### config.mk
export PLATFORM = sky130hd
export DESIGN_NAME = fetch_stage
export DESIGN_NICKNAME = d
export VERILOG_FILES = /design/src/rtl/fetch_stage.sv
export SDC_FILE = /design/constraint.sdc
export NUM_CORES = 1
export LEC_CHECK = 0
export ABC_AREA = 1
export BUFFER_PORTS_ARGS = -buffer_cell sky130_fd_sc_hd__buf_2
export CAP_MARGIN = 10
export CORE_MARGIN = 10
export CORE_UTILIZATION = 51
export CTS_BUF_LIST = sky130_fd_sc_hd__clkbuf_2 sky130_fd_sc_hd__clkbuf_4 sky130_fd_sc_hd__clkbuf_8
export DETAILED_ROUTE_END_ITERATION = 6
export PLACE_DENSITY = 0.81
export RECOVER_POWER = 25
export SLEW_MARGIN = 10
export SYNTH_ARGS = -nofsm -noshare
export SYNTH_HDL_FRONTEND = slang
export SYNTH_SLANG_ARGS = --single-unit
### constraint.sdc
create_clock -name clk -period 1.56 [get_ports clk]
set_clock_uncertainty 0.1 [all_clocks]
set_input_delay 0.078 -clock clk [delete_from_list [all_inputs] [get_ports clk]]
set_output_delay 0.078 -clock clk [all_outputs]
set_load 0.05 [all_outputs]
### src/rtl/fetch_stage.sv
// -----------------------------------------------------------------------------
// fetch_stage
//
// Instruction-fetch stage of the 16-bit pipelined CPU. Holds the architectural
// PC, fetches from instruction memory through a hit/ready port and loads the
// IF/ID pipeline register consumed by decode.
//
// Ports:
//   clk          clock, all state changes on the rising edge
//   rst          synchronous active-high reset
//   stall        hazard-unit stall: PC, IF/ID and halted hold
//   branch       taken-branch redirect from decode (overrides stall)
//   pc_target    redirect address, bit 0 forced to 0
//   imem_req     fetch request (low while halted or in reset)
//   imem_addr    fetch address (current PC)
//   imem_data    instruction word, valid when imem_rdy=1
//   imem_rdy     memory has data for imem_addr this cycle
//   ifid_instr   IF/ID instruction word
//   ifid_pc      address of ifid_instr
//   ifid_pc_inc  ifid_pc + 2 (branch offset base)
//   ifid_valid   IF/ID holds a real instruction
//   halted       a HLT was fetched and fetching is stopped
// -----------------------------------------------------------------------------
module fetch_stage #(
    parameter logic [15:0] RESET_PC     = 16'h0000,
    parameter logic [15:0] BUBBLE_INSTR = 16'h0000
) (
    input  logic        clk,
    input  logic        rst,
    input  logic        stall,
    input  logic        branch,
    input  logic [15:0] pc_target,
    output logic        imem_req,
    output logic [15:0] imem_addr,
    input  logic [15:0] imem_data,
    input  logic        imem_rdy,
    output logic [15:0] ifid_instr,
    output logic [15:0] ifid_pc,
    output logic [15:0] ifid_pc_inc,
    output logic        ifid_valid,
    output logic        halted
);

    localparam logic [3:0] HLT_OPCODE = 4'hF;

    logic [15:0] pc_reg,          pc_next;
    logic [15:0] ifid_instr_reg,  ifid_instr_next;
    logic [15:0] ifid_pc_reg,     ifid_pc_next;
    logic [15:0] ifid_pc_inc_reg, ifid_pc_inc_next;
    logic        ifid_valid_reg,  ifid_valid_next;
    logic        halted_reg,      halted_next;

    logic [15:0] pc_plus2;
    logic        xfer;

    // 16-bit add, carry discarded so 16'hFFFE wraps to 16'h0000.
    assign pc_plus2  = pc_reg + 16'd2;

    assign imem_addr = pc_reg;
    assign imem_req  = !halted_reg && !rst;
    assign xfer      = imem_req && imem_rdy && !stall && !branch;

    always_comb begin
        pc_next          = pc_reg;
        ifid_instr_next  = ifid_instr_reg;
        ifid_pc_next     = ifid_pc_reg;
        ifid_pc_inc_next = ifid_pc_inc_reg;
        ifid_valid_next  = ifid_valid_reg;
        halted_next      = halted_reg;

        if (branch) begin
            // Redirect squashes everything younger, including a fetched HLT
            // and any pending miss for the old PC.
            pc_next          = {pc_target[15:1], 1'b0};
            ifid_instr_next  = BUBBLE_INSTR;
            ifid_pc_next     = 16'h0000;
            ifid_pc_inc_next = 16'h0000;
            ifid_valid_next  = 1'b0;
            halted_next      = 1'b0;
        end else if (stall) begin
            // Hold everything; imem_rdy is ignored and the address is re-presented.
        end else if (xfer) begin
            ifid_instr_next  = imem_data;
            ifid_pc_next     = pc_reg;
            ifid_pc_inc_next = pc_plus2;
            ifid_valid_next  = 1'b1;
            if (imem_data[15:12] == HLT_OPCODE) begin
                // PC parks on the HLT address.
                halted_next = 1'b1;
            end else begin
                pc_next = pc_plus2;
            end
        end else begin
            // Miss or halted: insert a bubble, keep the last ifid_pc/pc_inc.
            ifid_instr_next = BUBBLE_INSTR;
            ifid_valid_next = 1'b0;
        end
    end

    always_ff @(posedge clk) begin
        if (rst) begin
            pc_reg          <= {RESET_PC[15:1], 1'b0};
            ifid_instr_reg  <= BUBBLE_INSTR;
            ifid_pc_reg     <= 16'h0000;
            ifid_pc_inc_reg <= 16'h0000;
            ifid_valid_reg  <= 1'b0;
            halted_reg      <= 1'b0;
        end else begin
            pc_reg          <= pc_next;
            ifid_instr_reg  <= ifid_instr_next;
            ifid_pc_reg     <= ifid_pc_next;
            ifid_pc_inc_reg <= ifid_pc_inc_next;
            ifid_valid_reg  <= ifid_valid_next;
            halted_reg      <= halted_next;
        end
    end

    assign ifid_instr  = ifid_instr_reg;
    assign ifid_pc     = ifid_pc_reg;
    assign ifid_pc_inc = ifid_pc_inc_reg;
    assign ifid_valid  = ifid_valid_reg;
    assign halted      = halted_reg;

endmodule

==> tab_implementation.tex <==
\begin{tabular}{lr}
\hline
Metric & Value \\
\hline
\multicolumn{2}{l}{\textbf{Drt}} \\
Detailed-routing wirelength on met1 & 3.55 mm \\
Antenna violation net count after detailed routing & 0 \\
Met3 Wirelength & 744 um \\
Uppermost metal layer occupied by signal nets & met4 \\
Drt via density & 5.15 \\
Via Count & 3042 \\
Detailed router's first-iteration violation count & 279 \\
Number of optimization iterations in the first detailed-route pass & 5 \\
Avg WL per Cell & 15.2 um \\
Met2 routed WL & 4.42 mm \\
Total wire length after detailed routing & 9.01 mm \\
DRC viols & 0 \\
\multicolumn{2}{l}{\textbf{Global route}} \\
Number of global-route vias before repair & 2991 \\
Remaining global-route overflow & 0 \\
First-pass GRT wire length & 14.4 mm \\
Number of antenna violations at the first check in global routing & 0 \\
Largest net degree at the start of global routing & 48 \\
All-layer global routing usage & 20.4\% \\
\multicolumn{2}{l}{\textbf{Worst hold path}} \\
Count of cells along the worst hold path & 5 \\
Worst min-delay path startpoint & pc\_target[13] \\
Class of the tightest hold or removal check & in -> reg \\
Hold EP & imem\_addr[13]\$\_SDFFE\_PP0P\_ \\
\multicolumn{2}{l}{\textbf{Critical path}} \\
CP Max Fanout & 6 \\
Data arrival time of the worst path & 1640 ps \\
Sort of element at the start of the critical path & register \\
Most prevalent standard cell on the critical path & nand2\_1 \\
Worst reg2reg setup slack & 80 ps \\
Setup Crit Path Kind & reg -> reg \\
Slowest stage cell on the critical path & dfxtp\_2 \\
Buffers plus inverters on the worst setup path & 1 \\
Nature of the critical path endpoint & register \\
Critical path cell sequence & nand3\_1 -> inv\_1 -> nand2\_1 -> xnor2\_2 -> nand2\_1 -> a21oi\_1 \\
Length in cells of the worst reg-to-reg path & 6 \\
Endpoint required time on the critical path & 1720 ps \\
Largest incremental delay on the critical path & 410 ps \\
Worst r2r dst & imem\_addr[8]\$\_SDFFE\_PP0P\_ \\
Cell type group with the largest total delay on the critical path & flip-flops \\
Crit Reg-Reg Startpoint & imem\_addr[3]\$\_SDFFE\_PP0P\_ \\
\multicolumn{2}{l}{\textbf{Placement}} \\
Gpl congestion & 0.844 \\
Sum of net half-perimeters after detailed placement & 6.06 mm \\
Port Buffers & 99 \\
Setup slack after placement & 25.9 ps \\
\multicolumn{2}{l}{\textbf{Cells and area}} \\
Number of nets at the end of the flow & 555 \\
Largest register FFs & 16 \\
Fraction of final layout cells sized beyond drive strength 1 & 24.4\% \\
Area Overhead vs Synth & 40.6\% \\
Antenna cells & 0 \\
\multicolumn{2}{l}{\textbf{Synth}} \\
Number of flops mapped to enable cells by yosys & 0 \\
Share of synthesized flip-flops with an asynchronous set or reset & 0\% \\
Summed instance area of the synthesized netlist & 2750 um2 \\
Synth cell count leaders & nand2\_1 (113), dfxtp\_1 (63), nor2\_1 (54), a21oi\_1 (35), inv\_1 (31) \\
Synthesized area divided by synthesized cell count & 7.08 um2 \\
Most frequent cell after synthesis & nand2\_1 \\
Synth cell types & 27 \\
Portion of synthesized cell area occupied by the leading cell type & 45.9\% \\
Share of synthesized area occupied by flip-flops and latches & 45.9\% \\
Largest cells by area after synthesis & dfxtp\_1 (46\%), nand2\_1 (15\%), nor2\_1 (7.4\%) \\
Cell taking the most area after synthesis & dfxtp\_1 \\
Prevailing post-synth register cell & dfxtp\_1 \\
Number of standard cells after synthesis & 388 \\
Synthesis Warnings & 0 \\
Flop and latch count out of synthesis & 63 \\
\multicolumn{2}{l}{\textbf{CTS}} \\
Maximum level of the CTS H-tree & 3 \\
Clock Pin Slew Worst Setup and Hold Paths & 60 ps \\
Clock latency of the later-clocked register in the worst-skew pair & 340 ps \\
Number of buffers between clock root and the deepest sink & 2 \\
Root buffer cell & clkbuf\_8 \\
Setup Buffers After CTS & 0 \\
Clock sinks & 63 \\
CTS tree & yes \\
Number of CTS-inserted buffers & 9 \\
\multicolumn{2}{l}{\textbf{Die}} \\
Placeable core region & 5170 um2 \\
DIE AREA & 8730 um2 \\
Placement Rows & 26 \\
IO Pins & 104 \\
DIE WIDTH & 93.4 um \\
Y dimension of the die & 93.4 um \\
Starting density of the core & 53.1\% \\
\multicolumn{2}{l}{\textbf{STA}} \\
Setup repair after global routing missed its margin & true \\
Worst hold margin & 4.95 ps \\
Worst-margin pin slew & 648 ps \\
Setup ws final & 75.6 ps \\
Crit path time final & 1480 ps \\
Maximum clock rate & 674 MHz \\
Sum of negative setup slack & 0 ps \\
Final count of hold timing violations & 0 \\
Relative slew slack & 57.0\% \\
Final count of pins violating max slew & 0 \\
Count of endpoints failing setup in the final report & 0 \\
Ratio of final minimum period to clock period & 95.2\% \\
\multicolumn{2}{l}{\textbf{Pwr}} \\
Total leakage power & 1.76 nW \\
Worst ir drop on vdd & 0.000721 V \\
Pwr/cell area & 962 nW/um2 \\
\multicolumn{2}{l}{\textbf{Flow run}} \\
Count of maximum capacitance violations & 0 \\
\multicolumn{2}{l}{\textbf{Status}} \\
Run status & complete, no violations \\
\hline
\end{tabular}
[through the flow]
stage          cell area, um2  std cells  power [W]  util (%)
2_1_floorplan            2800        390    0.00208         -
3_3_place_gp             3360        548    0.00222      64.9
3_5_place_dp             3360        548    0.00222      64.9
4_1_cts                  3840        591    0.00371      74.3
5_1_grt                  3860        591    0.00383      74.7
6_report                 3860        591    0.00372      74.7
[metal layers]
layer  up-vias  GRT usage (%)
li1       1489              -
met5         -              0
met1      1389           23.0
met2       139           33.9
met3        25           5.76
met4         0           11.2
[final cells by class]
cell class | instances | area [um2]
clock buffers | 12 | 159
clock inverters | 3 | 42.5
fillers | 404 | 1310
inverters | 35 | 136
multi-input cells | 270 | 1310
flip-flops and latches | 63 | 1280
well taps | 70 | 87.6
repair buffers | 138 | 845
[worst max path at each step]
stage	from	to	slack (ps)	depth (start not counted)
after global routing	imem_addr[3]$_SDFFE_PP0P_	ifid_pc_inc[14]$_SDFFE_PP0P_	-20	7
final	imem_addr[3]$_SDFFE_PP0P_	imem_addr[8]$_SDFFE_PP0P_	80	6
after floorplan	halted$_SDFFE_PP0P_	imem_addr[6]$_SDFFE_PP0P_	-30	6
after CTS	imem_addr[1]$_SDFFE_PP0P_	ifid_pc_inc[11]$_SDFFE_PP0P_	4	8
after global placement	imem_addr[2]$_SDFFE_PP0P_	ifid_pc_inc[15]$_SDFFE_PP0P_	60	8
after detailed placement	imem_addr[1]$_SDFFE_PP0P_	ifid_pc_inc[15]$_SDFFE_PP0P_	30	8
[kinds of logic (layout without fill, tap and decap cells)]
| kind of cell | Yosys count | in the layout | share of synthesized area (%) |
|---|---|---|---|
| DFF | 63 | 63 | 45.9 |
| AOI/OAI and AO/OA | 62 | 62 | 12.7 |
| xor gates and xnor gates | 6 | 6 | 1.91 |
| adders and majority gates | 1 | 1 | 0.455 |
| buffers and inverters | 57 | 188 | 9.28 |
| other | 1 | 3 | 0.136 |
| and+or+nand+nor | 198 | 198 | 29.6 |
[report_power, final]
group          internal (W)  total, W  switching, W
sequential          0.00165   0.00170     0.0000485
combinational      0.000182  0.000561      0.000379
clock              0.000832   0.00145      0.000623
[placed cells by master (no fill, tap or decap), types with 2 or more instances in the layout]
cell type	netlist	layout
a211oi_1	8	8
a21boi_0	5	5
a21oi_1	35	34
a31oi_1	4	4
buf_12	0	2
buf_2	9	68
buf_4	4	9
clkbuf_1	3	31
clkbuf_8	0	11
conb_1	1	3
dfxtp_1	63	50
dfxtp_2	0	10
dfxtp_4	0	3
dlygate4sd3_1	0	28
inv_1	31	30
inv_2	4	4
nand2_1	113	112
nand2_4	0	2
nand3_1	13	11
nand4_1	6	6
nor2_1	54	49
nor2_2	1	3
nor2_4	0	3
nor3_1	7	7
o21ai_0	9	9
xor2_1	4	4
[worst reg2reg max path: cells and delay by family, from the launching register on]
family	cells	cell delay [ps]
DFF	1	410
and+or+nand+nor	3	380
AOI/OAI and AO/OA	1	140
buffers and inverters	1	190
xor gates and xnor gates	1	200
[repair_timing]
| action | CTS | global route |
|---|---|---|
| hold endpoints to repair | 25 | 0 |
| hold buffers | 28 | 0 |
| resized for setup | 0 | 16 |
| endpoints found under the setup margin | 0 | 42 |
Power figures use the tool's default switching activity.
